===== src/rtl/trafficlight_ew.sv =====
// East-West traffic light: holds red while North-South runs, then left/green/yellow.
// Emergency forces all-red with a clearance interval; a sticky monitor flags go/go conflicts.
module trafficlight_ew #(
    parameter int LEFT_CYCLES   = 5,
    parameter int GREEN_CYCLES  = 10,
    parameter int YELLOW_CYCLES = 3,
    parameter int RED_CYCLES    = 18,
    parameter int CLEAR_CYCLES  = 1
) (
    input  logic       clk,
    input  logic       reset,
    input  logic       emergency,
    input  logic       ns_go,
    output logic [3:0] out,
    output logic       allstop,
    output logic       fault
);

    typedef enum logic [2:0] {
        S_RED,
        S_LEFT,
        S_GREEN,
        S_YELLOW,
        S_ALLSTOP,
        S_CLEAR
    } state_t;

    localparam logic [4:0] RED_LAST    = 5'(RED_CYCLES - 1);
    localparam logic [4:0] LEFT_LAST   = 5'(LEFT_CYCLES - 1);
    localparam logic [4:0] GREEN_LAST  = 5'(GREEN_CYCLES - 1);
    localparam logic [4:0] YELLOW_LAST = 5'(YELLOW_CYCLES - 1);
    localparam int         CLR_LAST_I  = (CLEAR_CYCLES > 0) ? CLEAR_CYCLES - 1 : 0;
    localparam logic [4:0] CLR_LAST    = 5'(CLR_LAST_I);
    localparam logic [3:0] O_RED       = 4'b0001;

    generate
        if (RED_CYCLES < 1 || LEFT_CYCLES < 1 || GREEN_CYCLES < 1 || YELLOW_CYCLES < 1)
            $error("trafficlight_ew: phase lengths must be at least 1");
    endgenerate

    state_t     state, saved_state;
    logic [4:0] count, saved_count, clr_count;

    function automatic logic [4:0] last_of(input state_t s);
        case (s)
            S_LEFT:   return LEFT_LAST;
            S_GREEN:  return GREEN_LAST;
            S_YELLOW: return YELLOW_LAST;
            default:  return RED_LAST;
        endcase
    endfunction

    function automatic state_t next_of(input state_t s);
        case (s)
            S_RED:   return S_LEFT;
            S_LEFT:  return S_GREEN;
            S_GREEN: return S_YELLOW;
            default: return S_RED;
        endcase
    endfunction

    function automatic logic [3:0] enc(input state_t s);
        case (s)
            S_LEFT:   return 4'b1001;
            S_GREEN:  return 4'b0100;
            S_YELLOW: return 4'b0010;
            default:  return O_RED;
        endcase
    endfunction

    always_ff @(posedge clk) begin
        if (reset) begin
            state       <= S_RED;
            count       <= '0;
            clr_count   <= '0;
            saved_state <= S_RED;
            saved_count <= '0;
            out         <= O_RED;
            allstop     <= 1'b0;
            fault       <= 1'b0;
        end else begin
            // Monitor looks at what is actually being displayed this cycle
            if ((out[3] | out[2]) & ns_go)
                fault <= 1'b1;

            case (state)
                S_RED, S_LEFT, S_GREEN, S_YELLOW: begin
                    if (emergency) begin
                        // Pre-wrap context is saved; the pending wrap is dropped
                        saved_state <= state;
                        saved_count <= count;
                        state       <= S_ALLSTOP;
                        out         <= O_RED;
                        allstop     <= 1'b1;
                    end else if (count == last_of(state)) begin
                        state <= next_of(state);
                        count <= '0;
                        out   <= enc(next_of(state));
                    end else begin
                        count <= count + 5'd1;
                    end
                end
                S_ALLSTOP: begin
                    if (!emergency) begin
                        if (CLEAR_CYCLES > 0) begin
                            state     <= S_CLEAR;
                            clr_count <= '0;
                        end else begin
                            state   <= saved_state;
                            count   <= saved_count;
                            out     <= enc(saved_state);
                            allstop <= 1'b0;
                        end
                    end
                end
                S_CLEAR: begin
                    if (emergency) begin
                        state <= S_ALLSTOP;
                    end else if (clr_count == CLR_LAST) begin
                        state   <= saved_state;
                        count   <= saved_count;
                        out     <= enc(saved_state);
                        allstop <= 1'b0;
                    end else begin
                        clr_count <= clr_count + 5'd1;
                    end
                end
                default: begin
                    state   <= S_RED;
                    count   <= '0;
                    out     <= O_RED;
                    allstop <= 1'b0;
                end
            endcase
        end
    end

endmodule


===== config.mk =====
export PLATFORM = sky130hd
export DESIGN_NAME = trafficlight_ew
export DESIGN_NICKNAME = d
export VERILOG_FILES = /design/src/rtl/trafficlight_ew.sv
export SDC_FILE = /design/constraint.sdc
export NUM_CORES = 1
export LEC_CHECK = 0
export CAP_MARGIN = 40
export CORE_MARGIN = 2
export CORE_UTILIZATION = 47
export DETAILED_ROUTE_END_ITERATION = 10
export PLACE_DENSITY = 0.66
export SLEW_MARGIN = 10
export SYNTH_ARGS = -nofsm -noshare
export SYNTH_HDL_FRONTEND = slang
export SYNTH_SLANG_ARGS = --single-unit

===== constraint.sdc =====
create_clock -name clk -period 3.4 [get_ports clk]
set_input_delay 0.51 -clock clk [delete_from_list [all_inputs] [get_ports clk]]
set_output_delay 0.51 -clock clk [all_outputs]
set_load 0.03 [all_outputs]

# Word level (Yosys, flattened, before mapping)
# Cells that the tools add are included.
word_totals:
  ff_bits: 27
  input_bits: 4
  elab_cells: 77
classes:
  n_addsub: 2
  n_eq_ne: 20
  n_mux: 34
  bitwise_logic: 3
  n_reduce_logical: 10
op_table:
  columns: ["operator", "n"]
  rows:
  - ["$mux W5", 10]
  - ["$pmux W4 S3", 3]
  - ["$pmux W5 S3", 2]
  - ["$mux W3", 8]
  - ["$eq A3 B2 Y1 const B", 6]
  - ["$mux W4", 4]
  - ["$reduce_and A4 Y1", 4]
  - ["$ne A2 B2 Y1 const B", 6]
  - ["$add A5 B1 Y5 const B", 2]
  - ["$pmux W5 S2", 1]
  - ["$eq A3 B1 Y1 const B", 3]
  - ["$pmux W3 S3", 1]
  - ["$eq A3 B3 Y1 const B", 2]
  - ["$ne A3 B3 Y1 const B", 2]
  - ["$pmux W2 S3", 1]
  - ["$eq A5 B5 Y1", 1]
  - ["$logic_not A5 Y1", 1]
  - ["$reduce_or A4 Y1", 1]
  - ["$logic_not A3 Y1", 1]
  - ["$mux W1", 3]
  - ["$pmux W1 S3", 1]
  - ["$reduce_and A3 Y1", 1]
  - ["$reduce_and A2 Y1", 1]
  - ["$reduce_bool A2 Y1", 1]
  - ["other kinds (3)", 3]

# Logic depth before layout (Yosys ltp)
depth:
  depth_word: 15
  ltp_mapped: 7

# Least setup slack after synthesis
# Ideal clock, no wire load.
synth_timing:
  path_kind: "register to register"
  start: "register clr_count[0]"
  end: "register out[2]"
  setup_ns: 0.123
  arrival_ns: 1.933
  required_ns: 3.277
  path_slack_ns: 1.344
  stages_incl_launch_ff: 8
  path_buffers: 0
  path_cell_list: "dfxtp_1 inv_1 ha_1 or3b_1 or2_1 a22o_1 or2_1 mux2_1"
synth_via:
  elab_chain_len: 3
synth_rtl:
  columns: ["item", "line", "source"]
  rows:
  - ["start, declared", "42", "logic [4:0] count, saved_count, clr_count;"]
  - ["start signal, assigned", "125", "clr_count <= clr_count + 5'd1;"]
  - ["$logic_not A5 Y1", "119", "end else if (clr_count == CLR_LAST) begin"]
  - ["$ne A2 B2 Y1 (no line)", null, null]
  - ["$reduce_and A4 Y1 (no line)", null, null]
  - ["end signal, assigned", "98", "out <= enc(next_of(state));"]
  - ["end signal, assigned", "111", "out <= enc(saved_state);"]
  - ["end signal, assigned", "122", "out <= enc(saved_state);"]
  - ["end, declared", "14", "output logic [3:0] out,"]
# No other way between the ends.
# A chain may end at the register's enable or synchronous reset.

# Worst setup path in the final report
layout_timing:
  start: "input port emergency"
  end: "register out[2]"
layout_via:
  elab_chain_len: 2
layout_rtl:
  columns: ["item", "line", "source"]
  rows:
  - ["start, declared", "12", "input logic emergency,"]
  - ["$ne A3 B3 Y1 (no line), or another cell as far along", null, null]
  - ["$reduce_and A4 Y1 (no line) / $pmux W4 S3 (equally long branches)", null, null]
# Parallel ways exist; a longest one is shown, timed or not.

==> results.tsv <==
metric	value	unit
crit_fanout	12	
grt_pass1_vias	1304	
grt-ovfl-total	0	
rsz0062_at_grt	false	
pre_cts_ws	0.6069	ns
clk-insertion-delay-late	0.33	ns
grt_pass1_wl	6009	um
drtIter0Drc	79	
dieWidth	61.15	um
diodes	0	
syn_avg_cell_area	7.873	um^2
syn-num-nets	202	
start_kind	input pin	
cts_sinks	27	
final_max_slew_viol_count	0	
drc_errors	0	
cts_tree	yes	
cp.required	3.64	ns
worst_slack	0.9632	ns
power_density	371.5	nW/um^2
period_minus_slack	2.437	ns
synthArstFlopShare	0	
cts_root_buf	clkbuf_4	
design_area	1664	um^2
seq_area_frac_synth	0.3521	
antenna_found_initial	0	
drt.antenna.violating_nets	0	
grt_max_degree	24	
cts_buffers	3	
crit_type	in -> reg	
gp_congestion	0.9316	
endpoint_kind	register	
h-tree-depth	1	
coreArea	3078	um^2
synth_seq_cells	27	
drv_cap	0	
vias	1399	
yosysMostFrequentCell	dfxtp_1	
synth_top_area_share	0.3521	
relSlewSlack	0.4643	
start_util	0.4988	
vias_per_cell	5.854	
dieArea	3739	um^2
ctsResizeCount	0	
min_path_type	reg -> reg	
fin_crit_sh	0.7167	
reg2regPathDepth	5	
cts_hold_buffers	0	
tightest_slew	0.8010	ns
leakagePower	0.5640	nW
status	finished clean	
cts_buffer_depth	2	
syn2layout_area_growth	8.395	%
dp_hpwl	2564	um
netlist_top_cells_count	dfxtp_1 (27), nand2_1 (23), a21oi_1 (19)	
netlist_area	1535	um^2
finalSetupViolCount	0	
peakVddDrop	0.2106	mV
synth_edf_count	0	
skew	0.004051	ns
regArea	540.5	um^2
worstHoldPathCells	2	
drive_above_1_share	0.03077	
nets	203	
wl	3515	um
post_dp_cell_area	1634	um^2
multi_input_area	918.4	um^2
clock.fmax	410.4	MHz
yosysTopAreaCell	dfxtp_1	
numPortBuffers	9	
clk_transition_reported_paths	0.15	ns
setup_tns	0	ns
post_cts_buffers	0	
syn_inst	195	
synthTopCellsByArea	dfxtp_1 (35%), a21oi_1 (6.2%), nand2_1 (5.6%), nor2_1 (3.4%), clkbuf_1 (2.9%)	
ys.flop_type	dfxtp_1	
num_rows	20	
fillers	312	
dr.pass1.iters	4	
ys_types	46	
ios	10	
hold_viol	0	
yosys_warnings	0	
grt_use_total	0.2156	
crit_arrival	2.68	ns
wl_per_cell	14.71	um
die_height	61.15	um
==> power by group <==
part,switching [W],internal (W)
combinational,0.0000705,0.0000490
sequential,0.0000244,0.000329
clock,0.000101,0.0000451
total,0.000195,0.000423
==> layer usage <==
metal / global-route usage / wire length, um / up-vias
met5: 0 / 0 / -
met3: 0.03151 / 184 / 8
met4: 0.1180 / 79 / 0
met2: 0.3176 / 1568 / 42
met1: 0.3026 / 1683 / 642
li1: - / - / 707
==> metrics by stage <==
| stage | hold slack [ns] | cells | util | total power [W] |
|---|---|---|---|---|
| 3_5_place_dp | 0.4421 | 235 | 0.5309 | 0.0004781 |
| 3_3_place_gp | 0.4323 | 235 | 0.5309 | 0.0004768 |
| 2_1_floorplan | 0.4362 | 195 | - | 0.0004458 |
| 5_1_grt | 0.4847 | 239 | 0.5407 | 0.0006546 |
| 6_report | 0.4557 | 239 | 0.5407 | 0.0006181 |
| 4_1_cts | 0.4618 | 239 | 0.5407 | 0.0006241 |
==> final timing paths <==
path	endpoint	startpoint	slack [ns]
worst max-delay path	out[2]	emergency	0.96
worst min register to register	fault	fault	0.46
worst max register to register	out[2]	state[0]	1.04
worst min-delay path	fault	fault	0.46
==> state kept, by name (all words and copies together), names as in the netlist <==
register,flops
saved_state,3
count,5
allstop,1
saved_count,5
state,3
fault,1
out,4
clr_count,5
==> critical path, cell delays in order <==
cell and delay [ns]:
clkdlybuf4s50_1 0.58, or3b_1 0.46, or2_1 0.26, a22o_1 0.28, or2_1 0.27, mux2_1 0.32
==> cells by family (layout without fill, tap and decap cells) <==
| family | after synthesis | after routing | share of synthesized area |
|---|---|---|---|
| simple gates | 82 | 82 | 0.2901 |
| flops | 27 | 27 | 0.3521 |
| fa+ha+maj | 3 | 3 | 0.02445 |
| buf+inv | 20 | 20 | 0.04971 |
| xor+xnor | 6 | 6 | 0.03423 |
| mux | 3 | 3 | 0.02037 |
| compound gates | 54 | 54 | 0.2290 |
==> final cells by class <==
type / count / area share
multi-input cells: 148 / 0.5519
flip-flops and latches: 27 / 0.3248
repair buffers: 10 / 0.05865
well taps: 44 / 0.03308
clock buffers: 3 / 0.01353
inverters: 6 / 0.01353
clock inverters: 1 / 0.004511
==> layout by cell type (no fill, tap or decap), types with 4 or more instances in the layout <==
cell and instances:
o22ai_1 4, inv_1 6, xor2_1 4, o21ai_0 7, nand2b_1 6, nor2_1 14
dfxtp_1 27, nand4_1 4, nand2_1 23, nor2b_1 6, a21oi_1 19, clkdlybuf4s50_1 9
No activity file was read; power rests on OpenSTA's default activity.
